==> src/rtl/nios2_mycpu_oci_dct_pkg.sv <==
// ---------------------------------------------------------------------------
// nios2_mycpu_oci_dct_pkg
// Shared definitions for the OCI data/control trace (DCT) packer:
//   CODE_W / SLOTS / CNT_W  - trace code width, codes per word, fill-count width
//   BUF_W                   - packed word width (CODE_W * SLOTS)
//   dct_state_e             - packer run state (RUN, DRAIN, ENDED)
//   stamp_t                 - 16-bit cycle stamp attached to each word when
//                             DCT_TIMESTAMP_EN is defined
// ---------------------------------------------------------------------------
package nios2_mycpu_oci_dct_pkg;

   localparam int CODE_W = 2;
   localparam int SLOTS  = 15;
   localparam int CNT_W  = 4;
   localparam int BUF_W  = CODE_W * SLOTS;

   // Fill count that marks a full accumulator.
   localparam logic [CNT_W-1:0] FULL_CNT = CNT_W'(SLOTS);

   typedef enum logic [1:0] {
      RUN   = 2'd0,
      DRAIN = 2'd1,
      ENDED = 2'd2
   } dct_state_e;

   typedef logic [15:0] stamp_t;

endpackage : nios2_mycpu_oci_dct_pkg

==> src/rtl/nios2_mycpu_oci_dct_outreg.sv <==
// ---------------------------------------------------------------------------
// nios2_mycpu_oci_dct_outreg
// Single-entry valid/ready holding register for completed trace words.
// Optional macro: DCT_TIMESTAMP_EN (adds the stamp path).
// Ports:
//   clk, reset_n           - clock, asynchronous active-low reset
//   load                   - capture data_in/count_in (and stamp_in)
//   data_in, count_in      - word and fill count from the accumulator
//   stamp_in               - cycle stamp (DCT_TIMESTAMP_EN only)
//   ready                  - consumer accepts the held word
//   valid, data, count     - held word towards the trace store
//   stamp                  - held stamp (DCT_TIMESTAMP_EN only)
// ---------------------------------------------------------------------------
module nios2_mycpu_oci_dct_outreg
   import nios2_mycpu_oci_dct_pkg::*;
(
   input  logic             clk,
   input  logic             reset_n,
   input  logic             load,
   input  logic [BUF_W-1:0] data_in,
   input  logic [CNT_W-1:0] count_in,
`ifdef DCT_TIMESTAMP_EN
   input  stamp_t           stamp_in,
   output stamp_t           stamp,
`endif
   input  logic             ready,
   output logic             valid,
   output logic [BUF_W-1:0] data,
   output logic [CNT_W-1:0] count
);

   // NOTE: all state here is updated with non-blocking assignments so every
   // flop samples the pre-edge values of its inputs.
   always_ff @(posedge clk or negedge reset_n) begin
      if (!reset_n) begin
         valid <= 1'b0;
         data  <= '0;
         count <= '0;
`ifdef DCT_TIMESTAMP_EN
         stamp <= '0;
`endif
      end else begin
         // A load on the handshake edge replaces the departing word, so valid
         // stays high for a back-to-back transfer.
         if (load) begin
            valid <= 1'b1;
            data  <= data_in;
            count <= count_in;
`ifdef DCT_TIMESTAMP_EN
            stamp <= stamp_in;
`endif
         end else if (ready) begin
            valid <= 1'b0;
         end
      end
   end

endmodule : nios2_mycpu_oci_dct_outreg

==> src/rtl/nios2_mycpu_oci_dct_packer.sv <==
// ---------------------------------------------------------------------------
// nios2_mycpu_oci_dct_packer
// Producer end of the OCI DCT path: shifts 2-bit trace codes into a 30-bit
// accumulator and hands full (or flushed) words to a valid/ready output
// register. Exposes the live accumulator and the end-of-test handshake.
// Optional macro: DCT_TIMESTAMP_EN (free-running 16-bit counter, word_stamp).
// Ports:
//   clk, reset_n            - clock, asynchronous active-low reset
//   code_valid/code/code_ready - trace code input handshake
//   flush                   - single-cycle request to emit the partial word
//   test_ending             - end-of-test drain request (level)
//   word_valid/word_data/word_count/word_ready - packed word output
//   word_stamp              - transfer-edge cycle stamp (DCT_TIMESTAMP_EN)
//   dct_buffer, dct_count   - live accumulator contents and fill count
//   test_has_ended          - sticky, drain complete
// ---------------------------------------------------------------------------
module nios2_mycpu_oci_dct_packer
   import nios2_mycpu_oci_dct_pkg::*;
(
   input  logic              clk,
   input  logic              reset_n,
   input  logic              code_valid,
   input  logic [CODE_W-1:0] code,
   output logic              code_ready,
   input  logic              flush,
   input  logic              test_ending,
   output logic              word_valid,
   output logic [BUF_W-1:0]  word_data,
   output logic [CNT_W-1:0]  word_count,
   input  logic              word_ready,
   output logic [BUF_W-1:0]  dct_buffer,
   output logic [CNT_W-1:0]  dct_count,
   output logic              test_has_ended
`ifdef DCT_TIMESTAMP_EN
   ,
   output stamp_t            word_stamp
`endif
);

   dct_state_e       state;
   logic             flush_pend;
   logic             flush_req;
   logic             accept;
   logic             transfer;
   logic             pend_next;
   logic [CNT_W-1:0] cnt_next;

   // A flush acts in the cycle it is raised; flush_pend keeps it alive while
   // the output slot is busy or while draining.
   assign flush_req = flush | flush_pend;
   assign accept    = code_valid & code_ready;
   assign transfer  = ((dct_count == FULL_CNT) | flush_req)
                    & (dct_count != '0)
                    & (!word_valid | word_ready);

   // Next fill count, needed to register code_ready one edge ahead.
   always_comb begin
      cnt_next = dct_count;
      if (transfer) begin
         cnt_next = accept ? CNT_W'(1) : '0;
      end else if (accept) begin
         cnt_next = dct_count + CNT_W'(1);
      end
   end

   // A flush against an empty accumulator is simply dropped.
   always_comb begin
      pend_next = flush_req;
      if (transfer || dct_count == '0) begin
         pend_next = 1'b0;
      end
   end

   // NOTE: the reset branch clears only real control/data flops; there is no
   // memory array here that would need to be left out of reset.
   always_ff @(posedge clk or negedge reset_n) begin
      if (!reset_n) begin
         state          <= RUN;
         flush_pend     <= 1'b0;
         dct_buffer     <= '0;
         dct_count      <= '0;
         code_ready     <= 1'b0;
         test_has_ended <= 1'b0;
      end else begin
         dct_count <= cnt_next;
         if (transfer) begin
            // A code accepted on the transfer edge starts the new word.
            dct_buffer <= accept ? {{(BUF_W-CODE_W){1'b0}}, code} : '0;
         end else if (accept) begin
            dct_buffer <= {dct_buffer[BUF_W-CODE_W-1:0], code};
         end

         flush_pend <= pend_next;
         code_ready <= 1'b0;

         case (state)
            RUN: begin
               if (test_ending) begin
                  state      <= DRAIN;
                  flush_pend <= 1'b1;
               end else begin
                  code_ready <= (cnt_next != FULL_CNT);
               end
            end
            DRAIN: begin
               if (dct_count == '0 && !word_valid) begin
                  state          <= ENDED;
                  test_has_ended <= 1'b1;
               end
            end
            ENDED: begin
               test_has_ended <= 1'b1;
            end
            default: begin
               state <= RUN;
            end
         endcase
      end
   end

`ifdef DCT_TIMESTAMP_EN
   stamp_t stamp_cnt;

   always_ff @(posedge clk or negedge reset_n) begin
      if (!reset_n) begin
         stamp_cnt <= '0;
      end else begin
         stamp_cnt <= stamp_cnt + 16'd1;
      end
   end
`endif

   nios2_mycpu_oci_dct_outreg u_outreg (
      .clk      (clk),
      .reset_n  (reset_n),
      .load     (transfer),
      .data_in  (dct_buffer),
      .count_in (dct_count),
`ifdef DCT_TIMESTAMP_EN
      .stamp_in (stamp_cnt),
      .stamp    (word_stamp),
`endif
      .ready    (word_ready),
      .valid    (word_valid),
      .data     (word_data),
      .count    (word_count)
   );

endmodule : nios2_mycpu_oci_dct_packer

==> config.mk <==
export PLATFORM = sky130hd
export DESIGN_NAME = nios2_mycpu_oci_dct_packer
export DESIGN_NICKNAME = d
export VERILOG_FILES = /design/src/rtl/nios2_mycpu_oci_dct_pkg.sv /design/src/rtl/nios2_mycpu_oci_dct_outreg.sv /design/src/rtl/nios2_mycpu_oci_dct_packer.sv
export SDC_FILE = /design/constraint.sdc
export NUM_CORES = 1
export LEC_CHECK = 0
export CORE_ASPECT_RATIO = 1.25
export CORE_UTILIZATION = 55
export CTS_BUF_LIST = sky130_fd_sc_hd__clkbuf_4 sky130_fd_sc_hd__clkbuf_8
export DETAILED_ROUTE_END_ITERATION = 12
export PLACE_DENSITY = 0.9
export SLEW_MARGIN = 25
export SYNTH_ARGS = -nofsm -noshare
export SYNTH_HDL_FRONTEND = slang
export SYNTH_HIERARCHICAL = 1
export SYNTH_SLANG_ARGS = --single-unit
export TNS_END_PERCENT = 10
==> constraint.sdc <==
create_clock -name clk -period 5.36 [get_ports clk]
set_input_delay 0.536 -clock clk [delete_from_list [all_inputs] [get_ports clk]]
set_output_delay 0.536 -clock clk [all_outputs]
set_load 0.02 [all_outputs]
# [Word level (Yosys, flattened, before mapping)]
# Cells that the tools add are included.
[totals] register_bits=74 inputBits=8 wordCells=52
[classes] addsub=1 n_eq_ne=6 mux=18 n_bitwise=7 reduce_logical=11
[ops] operator="$mux W30" count=2
[ops] operator="$mux W1" count=9
[ops] operator="$mux W4" count=2
[ops] operator="$mux W2" count=3
[ops] operator="$pmux W2 S3" count=1
[ops] operator="$reduce_bool A2 Y1" count=3
[ops] operator="$add A4 B1 Y4 const B" count=1
[ops] operator="$eq A4 B4 Y1 const B" count=1
[ops] operator="$logic_not A4 Y1" count=1
[ops] operator="$ne A2 B2 Y1 const B" count=2
[ops] operator="$ne A4 B4 Y1 const B" count=1
[ops] operator="$reduce_bool A4 Y1" count=1
[ops] operator="$and A1 B1 Y1" count=3
[ops] operator="$or A1 B1 Y1" count=3
[ops] operator="$reduce_and A3 Y1" count=1
[ops] operator="$eq A2 B1 Y1 const B" count=1
[ops] operator="$eq A2 B2 Y1 const B" count=1
[ops] operator="$logic_not A2 Y1" count=1
[ops] operator="$pmux W1 S2" count=1
[ops] operator="$reduce_and A2 Y1" count=1
[ops] operator="$logic_and A1 B1 Y1" count=1
[ops] operator="$logic_not A1 Y1" count=1
[ops] operator="$logic_or A1 B1 Y1" count=1
[ops] operator="$not A1 Y1" count=1

# [Longest topological paths before layout]
[logic_depth] depth_word=8 depth_mapped=8 ltp_nobuf=6

# [By module]
# The synthesis kept the hierarchy.
[by_module_without_submodules] module="nios2_mycpu_oci_dct_packer" instances=1 cells_per_inst=182 area_each_um2=1707.9 seq_area_each_um2=975.9
[by_module_without_submodules] module="nios2_mycpu_oci_dct_outreg" instances=1 cells_per_inst=75 area_each_um2=1450.1 seq_area_each_um2=875.8

# [Least setup slack after synthesis]
# No wires, ideal clock.
[synth_path] path_kind="register to register" startpoint="reg dct_count[0]" endpoint="reg u_outreg.count[1]" setup_ps=125 arrival_time_ps=2137 required_ps=5235 path_slack_ps=3098 stages_incl_launch_ff=9 path_buffers=3 path_cell_list="dfrtp_1 inv_1 ha_1 nor3b_1 nor3_4 buf_6 buf_6 buf_12 mux2_4"
[synth_between] elab_chain_len=4
[synth_rtl] element="start, declared" line="nios2_mycpu_oci_dct_packer.sv:32" text="output logic [CNT_W-1:0] dct_count,"
[synth_rtl] element="start signal, assigned" line="nios2_mycpu_oci_dct_packer.sv:85" text="dct_count <= cnt_next;"
[synth_rtl] element="$eq A4 B4 Y1" line="nios2_mycpu_oci_dct_packer.sv:52" text="assign transfer = ((dct_count == FULL_CNT) | flush_req)"
[synth_rtl] element="$or A1 B1 Y1" line="nios2_mycpu_oci_dct_packer.sv:52"
[synth_rtl] element="$and A1 B1 Y1 *" line="nios2_mycpu_oci_dct_packer.sv:53" text="& (dct_count != '0)"
[synth_rtl] element="$and A1 B1 Y1 *" line="nios2_mycpu_oci_dct_packer.sv:54" text="& (!word_valid | word_ready);"
[synth_rtl] element="net transfer" line="nios2_mycpu_oci_dct_packer.sv:44" text="logic transfer;"
[synth_rtl] element="end signal, assigned" line="nios2_mycpu_oci_dct_outreg.sv:48" text="count <= count_in;"
[synth_rtl] element="end, declared" line="nios2_mycpu_oci_dct_outreg.sv:29" text="output logic [CNT_W-1:0] count"
# Mark *: on every way through the listed nets, which the timed path passes. The rest lies on a longest branch.
# A chain may end at the register's enable or synchronous reset.

# [Final worst setup path]
[layout_path] startpoint="reg dct_count[0]" endpoint="reg u_outreg.count[3]"
[layout_between] elab_chain_len=4
[layout_rtl] element="$eq A4 B4 Y1" line="nios2_mycpu_oci_dct_packer.sv:52"
[layout_rtl] element="$or A1 B1 Y1" line="nios2_mycpu_oci_dct_packer.sv:52"
[layout_rtl] element="$and A1 B1 Y1 *" line="nios2_mycpu_oci_dct_packer.sv:53"
[layout_rtl] element="$and A1 B1 Y1 *" line="nios2_mycpu_oci_dct_packer.sv:54"
# Every way passes the cells marked *; elsewhere a longest branch is shown, timed or not.

==> results.toml <==
[worst_setup_path]
arrival_ns = 3.08
regToRegSetupSlack_ns = 2.51
crit_path_cell_trace = "inv_1 -> ha_1 -> nor3b_1 -> nor3_4 -> buf_4 -> mux2_2"
critPathRequiredTime_ns = 5.59
critPathSlowestCell = "buf_4"
crit_type = "reg2reg"
r2r-end = "u_outreg/count[3]"
cp-start-kind = "flip-flop"
reg2reg_depth = 6
slowest_delay_ns = 0.74
cp_max_fo = 61
cp-end-kind = "flip-flop"
r2r_start = "dct_count[0]"

[run]
cap_violations = 0

[die]
die_h_um = 86.7
io-pin-count = 79
die_x_um = 69.8
rows = 30
design.core.area_mm2 = 0.00548
start_util = 0.576
die-area_mm2 = 0.00605

[power]
vdd_drop_max_v = 0.000304
power_density_mw_per_mm2 = 411
p_total_uw = 1700
p_leak_uw = 0.00182

[drt]
drt-total-wl_mm = 6.69
drcViolationCount = 0
drt_first_pass_iters = 4
antenna_left = 0
drt_iter0_markers = 119
vias = 2213
wl_per_cell_um = 16.7
post_drt_via_cell_ratio = 5.52

[logic_synthesis]
yosysUniqueCellTypes = 34
syn_nets = 267
synthesis.instances = 257
ys_ff_latch = 74
synth.avg_cell_area_um2 = 12.3
yosysTopAreaCell = "dfrtp_1"
ys_seq_area_frac = 0.586
netlist_top_cells_area = "dfrtp_1 59%, mux2_4 14%, nand2_1 7.7%, a21oi_1 4.4%, buf_12 1.9%"
syn-cell-area_mm2 = 0.00316
yosysWarnings = 6
netlist.area_leader.share = 0.586

[timing]
slew_headroom = 0.403
fin_tns_setup_ns = 0
fin_crit_sh = 0.531
tightest_slew_ns = 0.896
grt_setup_unrepaired = "false"
slew_viol_final = 0
fin_crit_ns = 2.85
fin_skew_ns = 0.00748
clock.fmax_ghz = 0.351
hold_violations = 0
setup_viol = 0

[grt]
antenna_found_initial = 0
grt_overflow = 0
grt_max_degree = 75
grtUsageMet3 = 0.0419
grt_util_all_layers = 0.230
grt_util_met2 = 0.378
grt_pass1_vias = 2175
grt.busiest_layer = "met2"
met1_usage = 0.294
grt_pass1_wl_mm = 10.8

[placed_design]
dp.cells = 385
gp_congestion = 0.805
portBuffers = 78
dp.final_hpwl_mm = 4.19

[run_status]
status = "complete, no violations"

[layout]
fin_cells = 401
num_antenna_cells = 0
layout-drive-gt1-share = 0.181
syn_to_final_growth_pct = 30.9
nets = 342

[clock_network]
postCtsHoldBufs = 0
numCtsBuffers = 9
cts_tree = "yes"
cts_buffer_depth = 2
cts_resized = 0
clk_latency_ns = 0.35
htreeDepth = 3
clock_sinks = 74
cts_setup_buffers = 0
clk_pin_slew_ns = 0.08
root_buffer = "clkbuf_8"

[min_path]
min_path_type = "in2async"
[cell families (layout without fill, tap and decap cells)]
| logic type | Yosys count | in the layout | synth area share |
|---|---|---|---|
| fa+ha+maj | 2 | 2 | 0.00792 |
| compound gates | 42 | 42 | 0.0773 |
| buf+inv | 19 | 99 | 0.0487 |
| xor+xnor | 2 | 2 | 0.00555 |
| simple gates | 84 | 84 | 0.118 |
| mux | 34 | 34 | 0.156 |
| flops | 74 | 74 | 0.586 |
[cell usage after synthesis]
| library cell | instances |
|---|---|
| and4_1 | 1 |
| and2_1 | 1 |
| a21boi_0 | 1 |
| nand3_1 | 3 |
| nor3b_1 | 2 |
| o21ai_0 | 5 |
| xnor2_1 | 1 |
| a21oi_2 | 2 |
| nand2_1 | 65 |
| buf_6 | 4 |
| nor2_1 | 5 |
| a221oi_2 | 1 |
| buf_4 | 1 |
| buf_12 | 3 |
| ha_1 | 2 |
| nor2_2 | 1 |
| mux2_4 | 29 |
| mux2_2 | 5 |
| and4b_1 | 1 |
| a211oi_1 | 1 |
| a311oi_1 | 1 |
| or2_2 | 1 |
| nor3_4 | 1 |
| o211ai_1 | 1 |
| a21oi_1 | 28 |
| inv_1 | 4 |
| nor4b_1 | 1 |
| dfrtp_1 | 74 |
| clkbuf_1 | 7 |
| nor4_2 | 1 |
| a22oi_1 | 1 |
| nor2b_1 | 1 |
| xor2_1 | 1 |
| a21o_1 | 1 |
[worst max-delay path, delay by kind of cell, from the launching register on]
family | cells | cell delay [ns]
fa+ha+maj | 1 | 0.25
simple gates | 2 | 0.70
flops | 1 | 0.49
buf+inv | 2 | 0.87
mux | 1 | 0.41
[power by group]
part,internal [uW],switching (uW),leakage (uW)
registers,618,63.5,0.00102
logic,213,276,0.000682
clock network,316,213,0.000120
[final cells by class]
cell class	count	area, um^2
multi-input cells	164	1160
fillers	365	1350
flip-flops and latches	74	1850
clock buffers	10	131
inverters	4	15.0
repair buffers	79	786
well taps	64	80.1
clock inverters	6	115
[layout by cell type, fill, tap and decap left out, drive strengths merged, types with 2 or more instances in the layout]
master and n:
clkinv 2, nand2 65, bufinv 3, ha 2
a21oi 30, nor2 6, inv 4, o21ai 5
mux2 34, dfrtp 74, nor3b 2, clkdlybuf4s50 77
clkbuf 10, buf 2, nand3 3
[metrics by stage]
step / cell area, um^2 / worst slack (ns) / util / hold WS (ns)
after CTS: 4140 / 2.51 / 0.755 / 0.341
after global routing: 4140 / 2.37 / 0.755 / 0.382
final: 4140 / 2.51 / 0.755 / 0.299
after detailed placement: 3890 / 2.43 / 0.710 / 0.463
after global placement: 3880 / 2.48 / 0.709 / 0.455
after floorplan: 3160 / 3.10 / - / 0.240
[state kept, by name (all words and copies together), names as in the netlist, 2 cells and up]
signal	count
dct_count	4
u_outreg/data	30
state	2
dct_buffer	30
u_outreg/count	4
[layer usage]
layer / up-vias / part of all wire
met4: 0 / 0.022
met3: 12 / 0.046
met2: 76 / 0.51
met1: 1114 / 0.42
li1: 1011 / -
met5: - / 0
[worst max-delay path by stage]
stage            startpoint           endpoint  depth (start not counted)  slack [ns]
2_1_floorplan  dct_count[0]  u_outreg/count[1]                          8        3.10
3_3_place_gp          flush  u_outreg/data[29]                          5        2.48
3_5_place_dp          flush  u_outreg/count[3]                          5        2.43
4_1_cts        dct_count[0]  u_outreg/count[3]                          6        2.51
5_1_grt        dct_count[0]  u_outreg/data[27]                          6        2.37
6_report       dct_count[0]  u_outreg/count[3]                          6        2.51
No activity file was read; power rests on OpenSTA's default activity.
